**src/rtl/xpmwrap_sdpram_arbiter_if.sv**
```systemverilog
// ---------------------------------------------------------------------------
// xpmwrap_sdpram_arbiter_if
//
// Bundles every non-clock/reset signal of xpmwrap_sdpram_arbiter.
//   slave  : the arbiter's view (takes requests, drives the RAM ports)
//   master : the environment's view (issues requests, models the RAM)
//
// Groups:
//   wr0_* / wr1_*  write requesters (valid/ready, addr, data)
//   rd_req_*       read request (valid/ready, addr)
//   rd_rsp_*       read response (valid/ready, data)
//   mem_*          simple-dual-port RAM, port A write / port B read
// ---------------------------------------------------------------------------
interface xpmwrap_sdpram_arbiter_if #(
  parameter int ADDR_WIDTH = 6,
  parameter int DATA_WIDTH = 32
);
  logic                  wr0_valid;
  logic                  wr0_ready;
  logic [ADDR_WIDTH-1:0] wr0_addr;
  logic [DATA_WIDTH-1:0] wr0_data;

  logic                  wr1_valid;
  logic                  wr1_ready;
  logic [ADDR_WIDTH-1:0] wr1_addr;
  logic [DATA_WIDTH-1:0] wr1_data;

  logic                  rd_req_valid;
  logic                  rd_req_ready;
  logic [ADDR_WIDTH-1:0] rd_req_addr;

  logic                  rd_rsp_valid;
  logic                  rd_rsp_ready;
  logic [DATA_WIDTH-1:0] rd_rsp_data;

  logic                  mem_ena;
  logic                  mem_wea;
  logic [ADDR_WIDTH-1:0] mem_addra;
  logic [DATA_WIDTH-1:0] mem_dina;
  logic                  mem_enb;
  logic                  mem_regceb;
  logic [ADDR_WIDTH-1:0] mem_addrb;
  logic [DATA_WIDTH-1:0] mem_doutb;

  modport slave (
    input  wr0_valid, wr0_addr, wr0_data,
    input  wr1_valid, wr1_addr, wr1_data,
    input  rd_req_valid, rd_req_addr,
    input  rd_rsp_ready,
    input  mem_doutb,
    output wr0_ready, wr1_ready,
    output rd_req_ready,
    output rd_rsp_valid, rd_rsp_data,
    output mem_ena, mem_wea, mem_addra, mem_dina,
    output mem_enb, mem_regceb, mem_addrb
  );

  modport master (
    output wr0_valid, wr0_addr, wr0_data,
    output wr1_valid, wr1_addr, wr1_data,
    output rd_req_valid, rd_req_addr,
    output rd_rsp_ready,
    output mem_doutb,
    input  wr0_ready, wr1_ready,
    input  rd_req_ready,
    input  rd_rsp_valid, rd_rsp_data,
    input  mem_ena, mem_wea, mem_addra, mem_dina,
    input  mem_enb, mem_regceb, mem_addrb
  );
endinterface

```
**src/rtl/xpmwrap_sdpram_arbiter.sv**
```systemverilog
// ---------------------------------------------------------------------------
// xpmwrap_sdpram_arbiter
//
// Shares one simple-dual-port RAM (write port A, read port B, 2-cycle read
// latency, common clock) between two write requesters and one read
// requester.
//   - Writes: round-robin between wr0 and wr1, one grant per cycle, issued
//     to port A one cycle after the handshake.
//   - Reads: accepted while (inflight + buffered) < RSP_DEPTH, issued to
//     port B one cycle after accept, captured 3 cycles after accept into an
//     in-order response FIFO with a registered head, so the consumer may
//     stall without losing data.
//
// Ports:
//   clk    clock (also the RAM clock)
//   rst_n  asynchronous active-low reset; deassertion is synchronised here
//   bus    xpmwrap_sdpram_arbiter_if.slave (requests, response, RAM ports)
//
// Parameters: ADDR_WIDTH, DATA_WIDTH, RSP_DEPTH (power of 2, >= 2).
//
// Build option: XPMWRAP_ARB_COLLISION_STALL_EN
//   defined   -> a read whose address equals the address of the write
//                granted in the same cycle is held off for that cycle.
//   undefined -> no stall; the RAM's write_first behaviour decides.
// ---------------------------------------------------------------------------
module xpmwrap_sdpram_arbiter #(
  parameter int ADDR_WIDTH = 6,
  parameter int DATA_WIDTH = 32,
  parameter int RSP_DEPTH  = 8
) (
  input  logic                   clk,
  input  logic                   rst_n,
  xpmwrap_sdpram_arbiter_if.slave bus
);

  localparam int PTR_W = $clog2(RSP_DEPTH);
  localparam int CNT_W = PTR_W + 1;
  // inflight (max 3) + count (max RSP_DEPTH) never overflows this width
  localparam int SUM_W = CNT_W + 2;
  localparam logic [SUM_W-1:0] DEPTH_LIM = SUM_W'(RSP_DEPTH);

  // -------------------------------------------------------------------------
  // Reset: assert asynchronously, release on a clock edge. While run is low
  // every handshake is blocked and all state is held at zero.
  // -------------------------------------------------------------------------
  logic [1:0] rst_sync_reg;
  logic       run;

  always_ff @(posedge clk or negedge rst_n) begin
    if (!rst_n) begin
      rst_sync_reg <= 2'b00;
    end else begin
      rst_sync_reg <= {rst_sync_reg[0], 1'b1};
    end
  end

  assign run = rst_sync_reg[1];

  // -------------------------------------------------------------------------
  // Write arbiter
  // ptr_reg = 0 favours wr0, 1 favours wr1. It flips to the side that was
  // not granted after every grant, and holds while nobody asks.
  // -------------------------------------------------------------------------
  logic                  ptr_reg, ptr_next;
  logic                  grant0, grant1, wr_fire;
  logic [ADDR_WIDTH-1:0] wr_addr_sel;
  logic [DATA_WIDTH-1:0] wr_data_sel;

  always_comb begin
    grant0      = run & bus.wr0_valid & (~bus.wr1_valid | ~ptr_reg);
    grant1      = run & bus.wr1_valid & (~bus.wr0_valid |  ptr_reg);
    wr_fire     = grant0 | grant1;
    wr_addr_sel = grant1 ? bus.wr1_addr : bus.wr0_addr;
    wr_data_sel = grant1 ? bus.wr1_data : bus.wr0_data;

    ptr_next = ptr_reg;
    if (!run) begin
      ptr_next = 1'b0;
    end else if (grant0) begin
      ptr_next = 1'b1;
    end else if (grant1) begin
      ptr_next = 1'b0;
    end
  end

  assign bus.wr0_ready = grant0;
  assign bus.wr1_ready = grant1;

  // -------------------------------------------------------------------------
  // Port A issue: one cycle after the handshake
  // -------------------------------------------------------------------------
  logic                  mem_ena_reg, mem_ena_next;
  logic [ADDR_WIDTH-1:0] mem_addra_reg, mem_addra_next;
  logic [DATA_WIDTH-1:0] mem_dina_reg, mem_dina_next;

  always_comb begin
    mem_ena_next   = 1'b0;
    mem_addra_next = mem_addra_reg;
    mem_dina_next  = mem_dina_reg;
    if (!run) begin
      mem_addra_next = '0;
      mem_dina_next  = '0;
    end else if (wr_fire) begin
      mem_ena_next   = 1'b1;
      mem_addra_next = wr_addr_sel;
      mem_dina_next  = wr_data_sel;
    end
  end

  assign bus.mem_ena   = mem_ena_reg;
  assign bus.mem_wea   = mem_ena_reg;
  assign bus.mem_addra = mem_addra_reg;
  assign bus.mem_dina  = mem_dina_reg;

  // -------------------------------------------------------------------------
  // Read accept
  // Credit is taken from registered inflight/count only: a pop in the
  // current cycle frees its slot for the next cycle, which keeps
  // rd_req_ready independent of rd_rsp_ready.
  // -------------------------------------------------------------------------
  logic [1:0]       inflight_reg, inflight_next;
  logic [CNT_W-1:0] count_reg, count_next;
  logic [SUM_W-1:0] credit_used;
  logic             rd_block;
  logic             rd_ready;
  logic             rd_fire;

  assign credit_used = SUM_W'(inflight_reg) + SUM_W'(count_reg);

`ifdef XPMWRAP_ARB_COLLISION_STALL_EN
  // Hold the read one cycle so its port B access lands after the write
  // has completed on port A.
  assign rd_block = wr_fire && (wr_addr_sel == bus.rd_req_addr);
`else
  assign rd_block = 1'b0;
`endif

  assign rd_ready         = run & (credit_used < DEPTH_LIM) & ~rd_block;
  assign rd_fire          = rd_ready & bus.rd_req_valid;
  assign bus.rd_req_ready = rd_ready;

  // -------------------------------------------------------------------------
  // Port B issue and data tagging
  // vld_reg[0] coincides with mem_enb, vld_reg[2] with valid mem_doutb.
  // -------------------------------------------------------------------------
  logic                  mem_enb_reg, mem_enb_next;
  logic [ADDR_WIDTH-1:0] mem_addrb_reg, mem_addrb_next;
  logic [2:0]            vld_reg, vld_next;
  logic                  capture;

  always_comb begin
    mem_enb_next   = 1'b0;
    mem_addrb_next = mem_addrb_reg;
    if (!run) begin
      mem_addrb_next = '0;
    end else if (rd_fire) begin
      mem_enb_next   = 1'b1;
      mem_addrb_next = bus.rd_req_addr;
    end
  end

  for (genvar gi = 0; gi < 3; gi++) begin : g_vld
    if (gi == 0) begin : g_head
      assign vld_next[gi] = run & rd_fire;
    end else begin : g_tail
      assign vld_next[gi] = run & vld_reg[gi-1];
    end
  end

  assign capture        = vld_reg[2];
  assign bus.mem_enb    = mem_enb_reg;
  assign bus.mem_addrb  = mem_addrb_reg;
  assign bus.mem_regceb = 1'b1;

  // -------------------------------------------------------------------------
  // Response FIFO
  // Entries live in rsp_mem; the head is also held in rd_rsp_data_reg so
  // the output is a register. Every capture is written to rsp_mem, so
  // rsp_mem[rd_ptr+1] is always the next head once there are 2+ entries.
  // -------------------------------------------------------------------------
  logic [DATA_WIDTH-1:0] rsp_mem [RSP_DEPTH];
  logic [PTR_W-1:0]      wr_ptr_reg, wr_ptr_next;
  logic [PTR_W-1:0]      rd_ptr_reg, rd_ptr_next;
  logic [PTR_W-1:0]      rd_ptr_inc;
  logic [DATA_WIDTH-1:0] rd_rsp_data_reg, rd_rsp_data_next;
  logic                  rsp_valid;
  logic                  pop;

  assign rsp_valid  = (count_reg != '0);
  assign pop        = rsp_valid & bus.rd_rsp_ready;
  assign rd_ptr_inc = rd_ptr_reg + 1'b1;

  always_ff @(posedge clk) begin
    if (capture) begin
      rsp_mem[wr_ptr_reg] <= bus.mem_doutb;
    end
  end

  always_comb begin
    inflight_next    = inflight_reg + {1'b0, rd_fire} - {1'b0, capture};
    count_next       = count_reg + CNT_W'(capture) - CNT_W'(pop);
    wr_ptr_next      = wr_ptr_reg + PTR_W'(capture);
    rd_ptr_next      = rd_ptr_reg + PTR_W'(pop);
    rd_rsp_data_next = rd_rsp_data_reg;

    if (pop) begin
      if (count_reg == CNT_W'(1)) begin
        // Last entry leaves; a same-cycle capture becomes the new head.
        if (capture) begin
          rd_rsp_data_next = bus.mem_doutb;
        end
      end else begin
        rd_rsp_data_next = rsp_mem[rd_ptr_inc];
      end
    end else if (!rsp_valid && capture) begin
      rd_rsp_data_next = bus.mem_doutb;
    end

    if (!run) begin
      inflight_next    = '0;
      count_next       = '0;
      wr_ptr_next      = '0;
      rd_ptr_next      = '0;
      rd_rsp_data_next = '0;
    end
  end

  assign bus.rd_rsp_valid = rsp_valid;
  assign bus.rd_rsp_data  = rd_rsp_data_reg;

  // -------------------------------------------------------------------------
  // State registers
  // -------------------------------------------------------------------------
  always_ff @(posedge clk or negedge rst_n) begin
    if (!rst_n) begin
      ptr_reg         <= 1'b0;
      mem_ena_reg     <= 1'b0;
      mem_addra_reg   <= '0;
      mem_dina_reg    <= '0;
      mem_enb_reg     <= 1'b0;
      mem_addrb_reg   <= '0;
      vld_reg         <= '0;
      inflight_reg    <= '0;
      count_reg       <= '0;
      wr_ptr_reg      <= '0;
      rd_ptr_reg      <= '0;
      rd_rsp_data_reg <= '0;
    end else begin
      ptr_reg         <= ptr_next;
      mem_ena_reg     <= mem_ena_next;
      mem_addra_reg   <= mem_addra_next;
      mem_dina_reg    <= mem_dina_next;
      mem_enb_reg     <= mem_enb_next;
      mem_addrb_reg   <= mem_addrb_next;
      vld_reg         <= vld_next;
      inflight_reg    <= inflight_next;
      count_reg       <= count_next;
      wr_ptr_reg      <= wr_ptr_next;
      rd_ptr_reg      <= rd_ptr_next;
      rd_rsp_data_reg <= rd_rsp_data_next;
    end
  end

endmodule
```
**src/flat_wrapper.sv**
```systemverilog
// flat-port wrapper written by rule: the top's interface ports become plain ports
module xpmwrap_sdpram_arbiter_flat 
#(
  parameter int ADDR_WIDTH = 6,
  parameter int DATA_WIDTH = 32,
  parameter int RSP_DEPTH  = 8
)
  (clk, rst_n, bus_wr0_valid, bus_wr0_addr, bus_wr0_data, bus_wr1_valid, bus_wr1_addr, bus_wr1_data, bus_rd_req_valid, bus_rd_req_addr, bus_rd_rsp_ready, bus_mem_doutb, bus_wr0_ready, bus_wr1_ready, bus_rd_req_ready, bus_rd_rsp_valid, bus_rd_rsp_data, bus_mem_ena, bus_mem_wea, bus_mem_addra, bus_mem_dina, bus_mem_enb, bus_mem_regceb, bus_mem_addrb);
  xpmwrap_sdpram_arbiter_if #(.ADDR_WIDTH(ADDR_WIDTH), .DATA_WIDTH(DATA_WIDTH)) bus_i ();
  input  logic clk;
  input  logic rst_n;
  input wire logic [$bits(bus_i.wr0_valid)-1:0] bus_wr0_valid;
  input wire logic [$bits(bus_i.wr0_addr)-1:0] bus_wr0_addr;
  input wire logic [$bits(bus_i.wr0_data)-1:0] bus_wr0_data;
  input wire logic [$bits(bus_i.wr1_valid)-1:0] bus_wr1_valid;
  input wire logic [$bits(bus_i.wr1_addr)-1:0] bus_wr1_addr;
  input wire logic [$bits(bus_i.wr1_data)-1:0] bus_wr1_data;
  input wire logic [$bits(bus_i.rd_req_valid)-1:0] bus_rd_req_valid;
  input wire logic [$bits(bus_i.rd_req_addr)-1:0] bus_rd_req_addr;
  input wire logic [$bits(bus_i.rd_rsp_ready)-1:0] bus_rd_rsp_ready;
  input wire logic [$bits(bus_i.mem_doutb)-1:0] bus_mem_doutb;
  output wire logic [$bits(bus_i.wr0_ready)-1:0] bus_wr0_ready;
  output wire logic [$bits(bus_i.wr1_ready)-1:0] bus_wr1_ready;
  output wire logic [$bits(bus_i.rd_req_ready)-1:0] bus_rd_req_ready;
  output wire logic [$bits(bus_i.rd_rsp_valid)-1:0] bus_rd_rsp_valid;
  output wire logic [$bits(bus_i.rd_rsp_data)-1:0] bus_rd_rsp_data;
  output wire logic [$bits(bus_i.mem_ena)-1:0] bus_mem_ena;
  output wire logic [$bits(bus_i.mem_wea)-1:0] bus_mem_wea;
  output wire logic [$bits(bus_i.mem_addra)-1:0] bus_mem_addra;
  output wire logic [$bits(bus_i.mem_dina)-1:0] bus_mem_dina;
  output wire logic [$bits(bus_i.mem_enb)-1:0] bus_mem_enb;
  output wire logic [$bits(bus_i.mem_regceb)-1:0] bus_mem_regceb;
  output wire logic [$bits(bus_i.mem_addrb)-1:0] bus_mem_addrb;
  assign bus_i.wr0_valid = bus_wr0_valid;
  assign bus_i.wr0_addr = bus_wr0_addr;
  assign bus_i.wr0_data = bus_wr0_data;
  assign bus_i.wr1_valid = bus_wr1_valid;
  assign bus_i.wr1_addr = bus_wr1_addr;
  assign bus_i.wr1_data = bus_wr1_data;
  assign bus_i.rd_req_valid = bus_rd_req_valid;
  assign bus_i.rd_req_addr = bus_rd_req_addr;
  assign bus_i.rd_rsp_ready = bus_rd_rsp_ready;
  assign bus_i.mem_doutb = bus_mem_doutb;
  assign bus_wr0_ready = bus_i.wr0_ready;
  assign bus_wr1_ready = bus_i.wr1_ready;
  assign bus_rd_req_ready = bus_i.rd_req_ready;
  assign bus_rd_rsp_valid = bus_i.rd_rsp_valid;
  assign bus_rd_rsp_data = bus_i.rd_rsp_data;
  assign bus_mem_ena = bus_i.mem_ena;
  assign bus_mem_wea = bus_i.mem_wea;
  assign bus_mem_addra = bus_i.mem_addra;
  assign bus_mem_dina = bus_i.mem_dina;
  assign bus_mem_enb = bus_i.mem_enb;
  assign bus_mem_regceb = bus_i.mem_regceb;
  assign bus_mem_addrb = bus_i.mem_addrb;
  xpmwrap_sdpram_arbiter #(.ADDR_WIDTH(ADDR_WIDTH), .DATA_WIDTH(DATA_WIDTH), .RSP_DEPTH(RSP_DEPTH)) u_core (.clk(clk), .rst_n(rst_n), .bus(bus_i));
endmodule
```
**config.mk**
```make
export PLATFORM = sky130hd
export DESIGN_NAME = xpmwrap_sdpram_arbiter_flat
export DESIGN_NICKNAME = d
export VERILOG_FILES = /design/src/rtl/xpmwrap_sdpram_arbiter_if.sv /design/src/rtl/xpmwrap_sdpram_arbiter.sv /design/src/flat_wrapper.sv
export SDC_FILE = /design/constraint.sdc
export NUM_CORES = 1
export LEC_CHECK = 0
export ABC_AREA = 1
export CAP_MARGIN = 30
export CORE_UTILIZATION = 41
export CTS_BUF_LIST = sky130_fd_sc_hd__clkbuf_16
export DETAILED_ROUTE_END_ITERATION = 8
export GPL_TIMING_DRIVEN = 0
export PLACE_DENSITY = 0.65
export SYNTH_ARGS = -nofsm -noshare
export SYNTH_HDL_FRONTEND = slang
export SYNTH_SLANG_ARGS = --single-unit
```
**constraint.sdc**
```tcl
create_clock -name clk -period 3.1 [get_ports clk]
set_input_delay 0.31 -clock clk [delete_from_list [all_inputs] [get_ports clk]]
set_output_delay 0.31 -clock clk [all_outputs]
set_load 0.1 [all_outputs]
```
==> flow_summary.json, run 1 <==
{
  "ys_seq_area_share_pct": 65.6,
  "slowest_delay_ps": 620,
  "rows": 70,
  "grtUsageTotal_pct": 21.3,
  "dp_slack_ps": 194,
  "drt_wl_total_mm": 40.2,
  "critical_path_class": "register to output pin",
  "cts_root_buf": "clkbuf_16",
  "synth_cell_type_count": 29,
  "cp_common_cell": "nand2_1",
  "hold_path_class": "input port to asynchronous set/reset pin",
  "grt-ovfl-total": 0,
  "die-area_mm2": 0.0382,
  "path_max_fanout": 7,
  "yosysWarnings": 0,
  "cts_buffer_depth": 3,
  "port_buffers": 202,
  "skew_ps": 18.3,
  "min_period_over_period_pct": 91.8,
  "power_leakage_nw": 8.06,
  "fin_crit_ps": 2850,
  "cts_max_level": 2,
  "power.density_mw_per_mm2": 811,
  "largest_register_ffs": 256,
  "cts_made_buffers": 38,
  "max_freq_mhz": 351,
  "drt_first_pass_iters": 5,
  "rsz0062_at_grt": "false",
  "layout_setup_ws_ps": 253,
  "grt_pass1_vias": 11100,
  "drt_iter0_drc": 747,
  "die_x_um": 195,
  "clk_pin_slew_worst_paths_ps": 60,
  "crit_chain": "ha_1 -> nand3_1 -> nand2_1 -> a21oi_1 -> nand2_1 -> nor2_2 -> clkdlybuf4s15_2",
  "area_growth_pct": 27.7,
  "num_vias": 11100,
  "cp.arrival_ps": 2540,
  "hold_viol": 0,
  "syn_area_mm2": 0.0153,
  "gp_congestion": 0.891,
  "status": "finished, final reports clean",
  "die_h_um": 195,
  "initial_core_util_pct": 41.8,
  "num_io_pins": 204,
  "postRouteAntennaNets": 0,
  "post_drt_wl_per_cell_um": 18.3,
  "coreArea_mm2": 0.0367,
  "place_hpwl_mm": 27.5,
  "endpoint_kind": "output pin",
  "syn_area_per_cell_um2": 10.7,
  "cts_tree": "yes",
  "clkLatencyLatePin_ps": 520,
  "via_per_inst": 5.06,
  "cts_setup_buffers": 0,
  "max_cap_violations": 0,
  "setup-violations-final": 0,
  "startpoint_type": "register",
  "ys_ff_latch": 351,
  "grt_pass1_wl_mm": 62.0,
  "synthCells": 1432,
  "ir_drop_mv": 0.407,
  "slew_headroom_pct": 31.6,
  "antenna_found_initial": 2,
  "final_cells": 2189,
  "placed_cells": 2117,
  "drive_gt1_share_pct": 11.0,
  "final_max_slew_viol_count": 0,
  "fin_nets": 1825,
  "grt_max_degree": 57,
  "final_common_cell": "nand2_1",
  "layout_common_cells": "nand2_1 (355), edfxtp_1 (256), inv_1 (200), clkdlybuf4s50_1 (200), o211ai_1 (124)",
  "tightest_slew_ps": 1020,
  "critical_path_required_ps": 2790,
  "critical_path.slowest_cell": "clkdlybuf4s15_2",
  "drc": 0,
  "cts.sinks": 351
}
worst max-delay path: cells and delay by family (launching register included):
kind                       cells  cell delay, ps
buffers and inverters          1             620
and+or+nand+nor                4             500
adders and majority gates      1             320
DFF                            1             410
AOI/OAI and AO/OA              1             160
timing repair:
item	in CTS	in global routing
hold buffers	1	0
resized for setup	3	0
endpoints found under the hold margin	39	0
setup endpoints to repair	1	0
per-layer routing:
layer	vias up	track usage, %	part of all wire, %	routed length, um
li1	5322	-	-	-
met1	5269	25.3	40	16100
met3	63	5.70	8.7	3510
met2	430	37.0	48	19500
met5	-	0	0	0
met4	0	7.35	2.7	1100
stage by stage:
step	setup TNS (ps)	util, %	hold slack, ps	instance area (um2)	total power [W]
floorplan	0	-	14.4	15300	0.00949
global placement	-351500	48.9	332	18000	0.0113
detailed placement	0	50.0	336	18300	0.0115
CTS	0	53.4	341	19600	0.0160
global route	0	53.4	371	19600	0.0166
finish	0	53.4	329	19600	0.0159
cells in the mapped netlist, drive strengths merged:
cell | instances | area share, %
nand2 | 355 | 8.7
edfxtp | 256 | 50
inv | 200 | 4.9
o211ai | 125 | 6.2
nand3 | 118 | 4.8
dfrtp | 95 | 15
nor2 | 84 | 2.2
o21ai | 82 | 2.7
buf | 71 | 2.6
clkbuf | 14 | 0.34
ha | 14 | 1.1
a21oi | 9 | 0.32
xnor2 | 4 | 0.28
xor2 | 2 | 0.11
conb | 1 | 0.024
fa | 1 | 0.13
nand4 | 1 | 0.041
final cells by class:
type / count / area, um2
Fill cell: 3190 / 17100
Sequential cell: 351 / 10100
Multi-Input combinational cell: 797 / 4140
Timing Repair Buffer: 217 / 2360
Clock buffer: 39 / 976
Inverter: 200 / 751
Tap cell: 468 / 586
Buffer: 85 / 454
Clock inverter: 30 / 263
Antenna cell: 2 / 5.00
final timing paths:
path | from | depth (start not counted) | slack (ps) | endpoint
max in group asynchronous | rst_n | 3 | 2040 | u_core.bus.rd_rsp_data[27]
worst max register to register | u_core.rd_ptr_reg[0] | 11 | 820 | u_core.bus.rd_rsp_data[26]
worst min register to register | u_core.rst_sync_reg[0] | 0 | 350 | u_core.rst_sync_reg[1]
worst max-delay path | u_core.count_reg[1] | 7 | 250 | bus_rd_req_ready
min in group clk | u_core.rst_sync_reg[0] | 0 | 350 | u_core.rst_sync_reg[1]
worst min-delay path | rst_n | 2 | 330 | u_core.bus.mem_dina[22]
report_power, final:
group | total (W) | switching (W) | internal, W
Combinational | 0.00593 | 0.00419 | 0.00175
Clock | 0.00451 | 0.00181 | 0.00270
Sequential | 0.00545 | 0.000163 | 0.00528
Total | 0.0159 | 0.00616 | 0.00973
cells by family after synthesis:
family / count (synthesis) / share of synthesized area (%)
AO/OA/AOI/OAI: 216 / 9.20
XOR/XNOR: 6 / 0.391
flip-flops: 351 / 65.6
AND/OR/NAND/NOR: 558 / 15.7
adder cells (fa/ha/maj): 15 / 1.27
other: 1 / 0.0244
buffers and inverters: 285 / 7.85
No activity file was read; power rests on OpenSTA's default activity.
==> run 2: changes to the inputs <==
--- a/config.mk
+++ b/config.mk
@@ -7,11 +7,11 @@
 export LEC_CHECK = 0
 export ABC_AREA = 1
 export CAP_MARGIN = 30
-export CORE_UTILIZATION = 41
+export CORE_UTILIZATION = 40
 export CTS_BUF_LIST = sky130_fd_sc_hd__clkbuf_16
 export DETAILED_ROUTE_END_ITERATION = 8
 export GPL_TIMING_DRIVEN = 0
-export PLACE_DENSITY = 0.65
+export PLACE_DENSITY = 0.64
 export SYNTH_ARGS = -nofsm -noshare
 export SYNTH_HDL_FRONTEND = slang
 export SYNTH_SLANG_ARGS = --single-unit
==> run 2 against run 1 <==
Register-to-register slack about the same. Sequential share of layout area down 0.32 points. Combinational power about the same. Via count decreased by 0.50%. Clock power rose by 2%. First-iteration DRC count decreased by 0.67%. Sequential cell count stayed put. Routed wire length rose by 0.66%. Die area increased by 2.5%. Utilization fell by 1.1 points. Sequential power is essentially flat. Worst hold slack worse by 27 ps. Largest power group unchanged. Highest routed layer is now met5.
==> flow_summary.json, run 2 (synthesis results as in run 1) <==
{
  "die_h_um": 198,
  "placed_area_mm2": 0.0184,
  "clkLatencyLatePin_ps": 530,
  "skew_ps": 13.2,
  "hold_viol": 0,
  "coreArea_mm2": 0.0377,
  "grt_pass1_wl_mm": 62.5,
  "tightest_slew_ps": 1040,
  "drc": 0,
  "hold_path_class": "input port to asynchronous set/reset pin",
  "cts_max_level": 2,
  "gp_congestion": 0.893,
  "clk_pin_slew_worst_paths_ps": 60,
  "path_max_fanout": 7,
  "grt-ovfl-total": 0,
  "cts_buffer_depth": 3,
  "multiInputGateArea_mm2": 0.00414,
  "max_freq_mhz": 353,
  "status": "finished, final reports clean",
  "n_fill_cell": 3347,
  "max_cap_violations": 0,
  "antenna_found_initial": 2,
  "area_growth_pct": 28.5,
  "post_drt_wl_per_cell_um": 18.1,
  "final_cells": 2233,
  "layout_common_cells": "nand2_1 (355), edfxtp_1 (256), clkdlybuf4s50_1 (200), inv_1 (198), o211ai_1 (124)",
  "cp.arrival_ps": 2520,
  "grt_pass1_vias": 11100,
  "power_leakage_nw": 8.07,
  "fin_nets": 1827,
  "port_buffers": 202,
  "die_x_um": 198,
  "rsz0062_at_grt": "false",
  "critical_path_class": "register to output pin",
  "fin_crit_ps": 2830,
  "worstSetupStartpoint": "u_core.count_reg[1]",
  "postRouteAntennaNets": 0,
  "final_common_cell": "nand2_1",
  "min_period_over_period_pct": 91.4,
  "largest_register_ffs": 256,
  "cts_tree": "yes",
  "setup-violations-final": 0,
  "placed_cells": 2161,
  "ir_drop_mv": 0.393,
  "slew_headroom_pct": 30.4,
  "grt_max_degree": 64,
  "cts_made_buffers": 39,
  "grtUsageTotal_pct": 21.2,
  "register_area_mm2": 0.0101,
  "final_max_slew_viol_count": 0,
  "die-area_mm2": 0.0391,
  "cts.sinks": 351,
  "num_vias": 11000,
  "startpoint_type": "register",
  "drive_gt1_share_pct": 11.2,
  "drt_first_pass_iters": 5,
  "design_area_mm2": 0.0197,
  "holdWs_ps": 302,
  "power.density_mw_per_mm2": 810,
  "initial_core_util_pct": 40.7,
  "place_hpwl_mm": 27.7,
  "endpoint_kind": "output pin",
  "finalPower_w": 0.0160,
  "via_per_inst": 4.94,
  "timing.rr.start": "u_core.rd_ptr_reg[0]",
  "drt_iter0_drc": 742,
  "cts_root_buf": "clkbuf_16",
  "rows": 71,
  "drt_wl_total_mm": 40.4,
  "critical_path_required_ps": 2790,
  "num_io_pins": 204
}
run 2: metal layers:
metal,wire length (um),track usage [%]
met4,1140,7.15
met3,3770,5.79
met5,8,0
met2,19200,35.6
met1,16300,26.2
run 2: final cells by class:
class / instances / area share [%]
clock inverter: 29 / 1.26
inverter: 200 / 3.81
timing repair buffer: 218 / 12.2
tap: 511 / 3.24
multi-input combinational: 797 / 21.0
antenna: 1 / 0.0127
clock buffer: 41 / 5.20
sequential: 351 / 51.0
buffer: 85 / 2.30
run 2: timing repair:
item,4_1_cts,5_1_grt
buffers inserted,0,0
hold buffers,1,0
resized for setup,3,0
setup endpoints to repair,1,0
endpoints found under the hold margin,32,0
run 2: worst paths after layout:
check | endpoint | slack, ps | depth (start not counted)
hold / removal | u_core.bus.mem_ena | 300 | 2
min in group clk | u_core.rst_sync_reg[1] | 350 | 0
max in group asynchronous | u_core.bus.rd_rsp_data[27] | 2100 | 3
hold reg to reg | u_core.rst_sync_reg[1] | 350 | 0
setup reg to reg | u_core.bus.rd_rsp_data[20] | 810 | 11
setup / recovery | bus_rd_req_ready | 270 | 7
run 2: worst max-delay path: stages, from the launching register on:
cell and delay [ps]:
dfrtp_1 410, ha_1 320, nand3_1 100, nand2_1 80, a21oi_1 160, nand2_1 80
nor2_2 240, clkdlybuf4s15_2 610
run 2: power breakdown:
group          total [W]  leakage, nW  switching [W]  internal (W)
registers        0.00545         3.56       0.000167       0.00528
clock network    0.00458        0.638        0.00185       0.00273
logic            0.00594         3.87        0.00418       0.00176
run 2: metrics by stage:
step | utilization (%) | TNS (ps) | setup slack (ps)
2_1_floorplan | - | 0 | 760
3_3_place_gp | 47.8 | -367430 | -2350
3_5_place_dp | 48.9 | 0 | 218
4_1_cts | 52.4 | 0 | 243
5_1_grt | 52.4 | 0 | 105
6_report | 52.4 | 0 | 267
==> run 3: changes to the inputs <==
--- a/config.mk
+++ b/config.mk
@@ -12,6 +12,8 @@
 export DETAILED_ROUTE_END_ITERATION = 8
 export GPL_TIMING_DRIVEN = 0
 export PLACE_DENSITY = 0.64
+export SKIP_LAST_GASP = 1
+export SLEW_MARGIN = 40
 export SYNTH_ARGS = -nofsm -noshare
 export SYNTH_HDL_FRONTEND = slang
 export SYNTH_SLANG_ARGS = --single-unit
==> run 3 against run 2 <==
First-iteration DRC count is 0.27% higher. Worst hold slack got worse by 59 ps. Maximum frequency increased by 3.8%. Utilization fell by 1.1 points. Sequential cell count is the same. Critical path depth unchanged. Largest cell class unchanged.
==> flow_summary.json, run 3 (synthesis results as in run 1) <==
{
  "critical_path_required_ps": 2790,
  "final_max_slew_viol_count": 0,
  "skew_ps": 11.3,
  "status": "finished, final reports clean",
  "grt_max_degree": 64,
  "final_core_util_pct": 51.2,
  "setup-violations-final": 0,
  "place_hpwl_mm": 28.7,
  "clk_pin_slew_worst_paths_ps": 60,
  "startpoint_type": "register",
  "clkLatencyLatePin_ps": 520,
  "post_drt_wl_per_cell_um": 18.3,
  "final_common_cell": "nand2_1",
  "num_io_pins": 204,
  "slew_headroom_pct": 49.9,
  "tightest_slew_ps": 752,
  "endpoint_kind": "output pin",
  "cts_setup_buffers": 0,
  "rows": 71,
  "ir_drop_mv": 0.411,
  "n_fill_cell": 3395,
  "postRouteAntennaNets": 0,
  "power_leakage_nw": 8.19,
  "fin_crit_ps": 2730,
  "grt_pass1_vias": 11200,
  "placed_cells": 2163,
  "max_freq_mhz": 366,
  "rsz0062_at_grt": "false",
  "hold_viol": 0,
  "cts_tree": "yes",
  "via_per_inst": 4.98,
  "multiInputGateArea_mm2": 0.00414,
  "dp_slack_ps": 821,
  "layout_setup_ws_ps": 370,
  "die_h_um": 198,
  "gp_congestion": 0.893,
  "coreArea_mm2": 0.0377,
  "largest_register_ffs": 256,
  "grt_pass1_wl_mm": 62.6,
  "cts_max_level": 2,
  "drt_iter0_drc": 744,
  "die_x_um": 198,
  "fin_nets": 1829,
  "layout_common_cells": "nand2_1 (355), edfxtp_1 (256), inv_1 (201), buf_2 (140), o211ai_1 (124)",
  "drt_first_pass_iters": 5,
  "antenna_found_initial": 1,
  "critical_path_class": "register to output pin",
  "placed_area_mm2": 0.0181,
  "cts_made_buffers": 39,
  "min_period_over_period_pct": 88.1,
  "cts.sinks": 351,
  "hold_path_class": "input port to asynchronous set/reset pin",
  "grt-ovfl-total": 0,
  "die-area_mm2": 0.0391,
  "path_max_fanout": 7,
  "initial_core_util_pct": 40.7,
  "fin_setup_tns_ps": 0,
  "register_area_mm2": 0.0101,
  "cts_root_buf": "clkbuf_16",
  "drc": 0,
  "port_buffers": 202,
  "grtUsageTotal_pct": 21.2,
  "num_vias": 11100,
  "drive_gt1_share_pct": 15.7,
  "max_cap_violations": 0,
  "cts_buffer_depth": 3,
  "final_cells": 2236,
  "drt_wl_total_mm": 40.8,
  "cp.arrival_ps": 2420,
  "power.density_mw_per_mm2": 805,
  "design_area_mm2": 0.0193,
  "area_growth_pct": 25.8
}
==> run 3: power breakdown <==
group	switching, W	total (W)	internal, W
registers	0.000160	0.00544	0.00528
clock network	0.00185	0.00448	0.00264
logic	0.00418	0.00561	0.00144
==> run 3: what timing repair did <==
action,4_1_cts,5_1_grt
gates resized for setup,0,0
hold buffers,1,0
endpoints found under the hold margin,32,0
==> run 3: final timing paths <==
path	from	end	slack, ps	depth (start not counted)
min in group clk	bus_rd_req_addr[4]	u_core.bus.mem_addrb[4]	350	3
max in group asynchronous	rst_n	u_core.bus.rd_rsp_data[23]	2220	3
setup reg to reg	u_core.rd_ptr_reg[0]	u_core.bus.rd_rsp_data[20]	820	11
hold / removal	rst_n	u_core.bus.mem_addrb[1]	240	2
setup / recovery	u_core.count_reg[1]	bus_rd_req_ready	370	7
hold reg to reg	u_core.rst_sync_reg[0]	u_core.rst_sync_reg[1]	350	0
==> run 3: final cells by class <==
cell class | count | area share [%]
flip-flops and latches | 351 | 52.1
multi-input cells | 797 | 21.4
repair buffers | 220 | 10.4
clock buffers | 41 | 5.31
inverters | 200 | 3.89
well taps | 511 | 3.31
plain buffers | 85 | 2.35
clock inverters | 30 | 1.10
diodes | 1 | 0.0130
==> run 3: routing by layer <==
metal,share of wire (%),GRT usage [%],wire (um)
met5,0,0,0
met4,3.4,8.30,1390
met3,8.8,5.48,3610
met2,48,35.7,19500
met1,40,26.1,16400
==> run 3: worst max-delay path, stage by stage, from the launching register on <==
cell and delay (ps):
dfrtp_1 410, ha_1 320, nand3_1 90, nand2_1 80, a21oi_1 160, nand2_1 80
nor2_2 250, buf_2 490
==> run 3: metrics by stage <==
stage	hold WS, ps	power [W]
finish	243	0.0155
global route	257	0.0163
CTS	241	0.0157
detailed placement	204	0.0112
global placement	333	0.0113
floorplan	14.4	0.00949
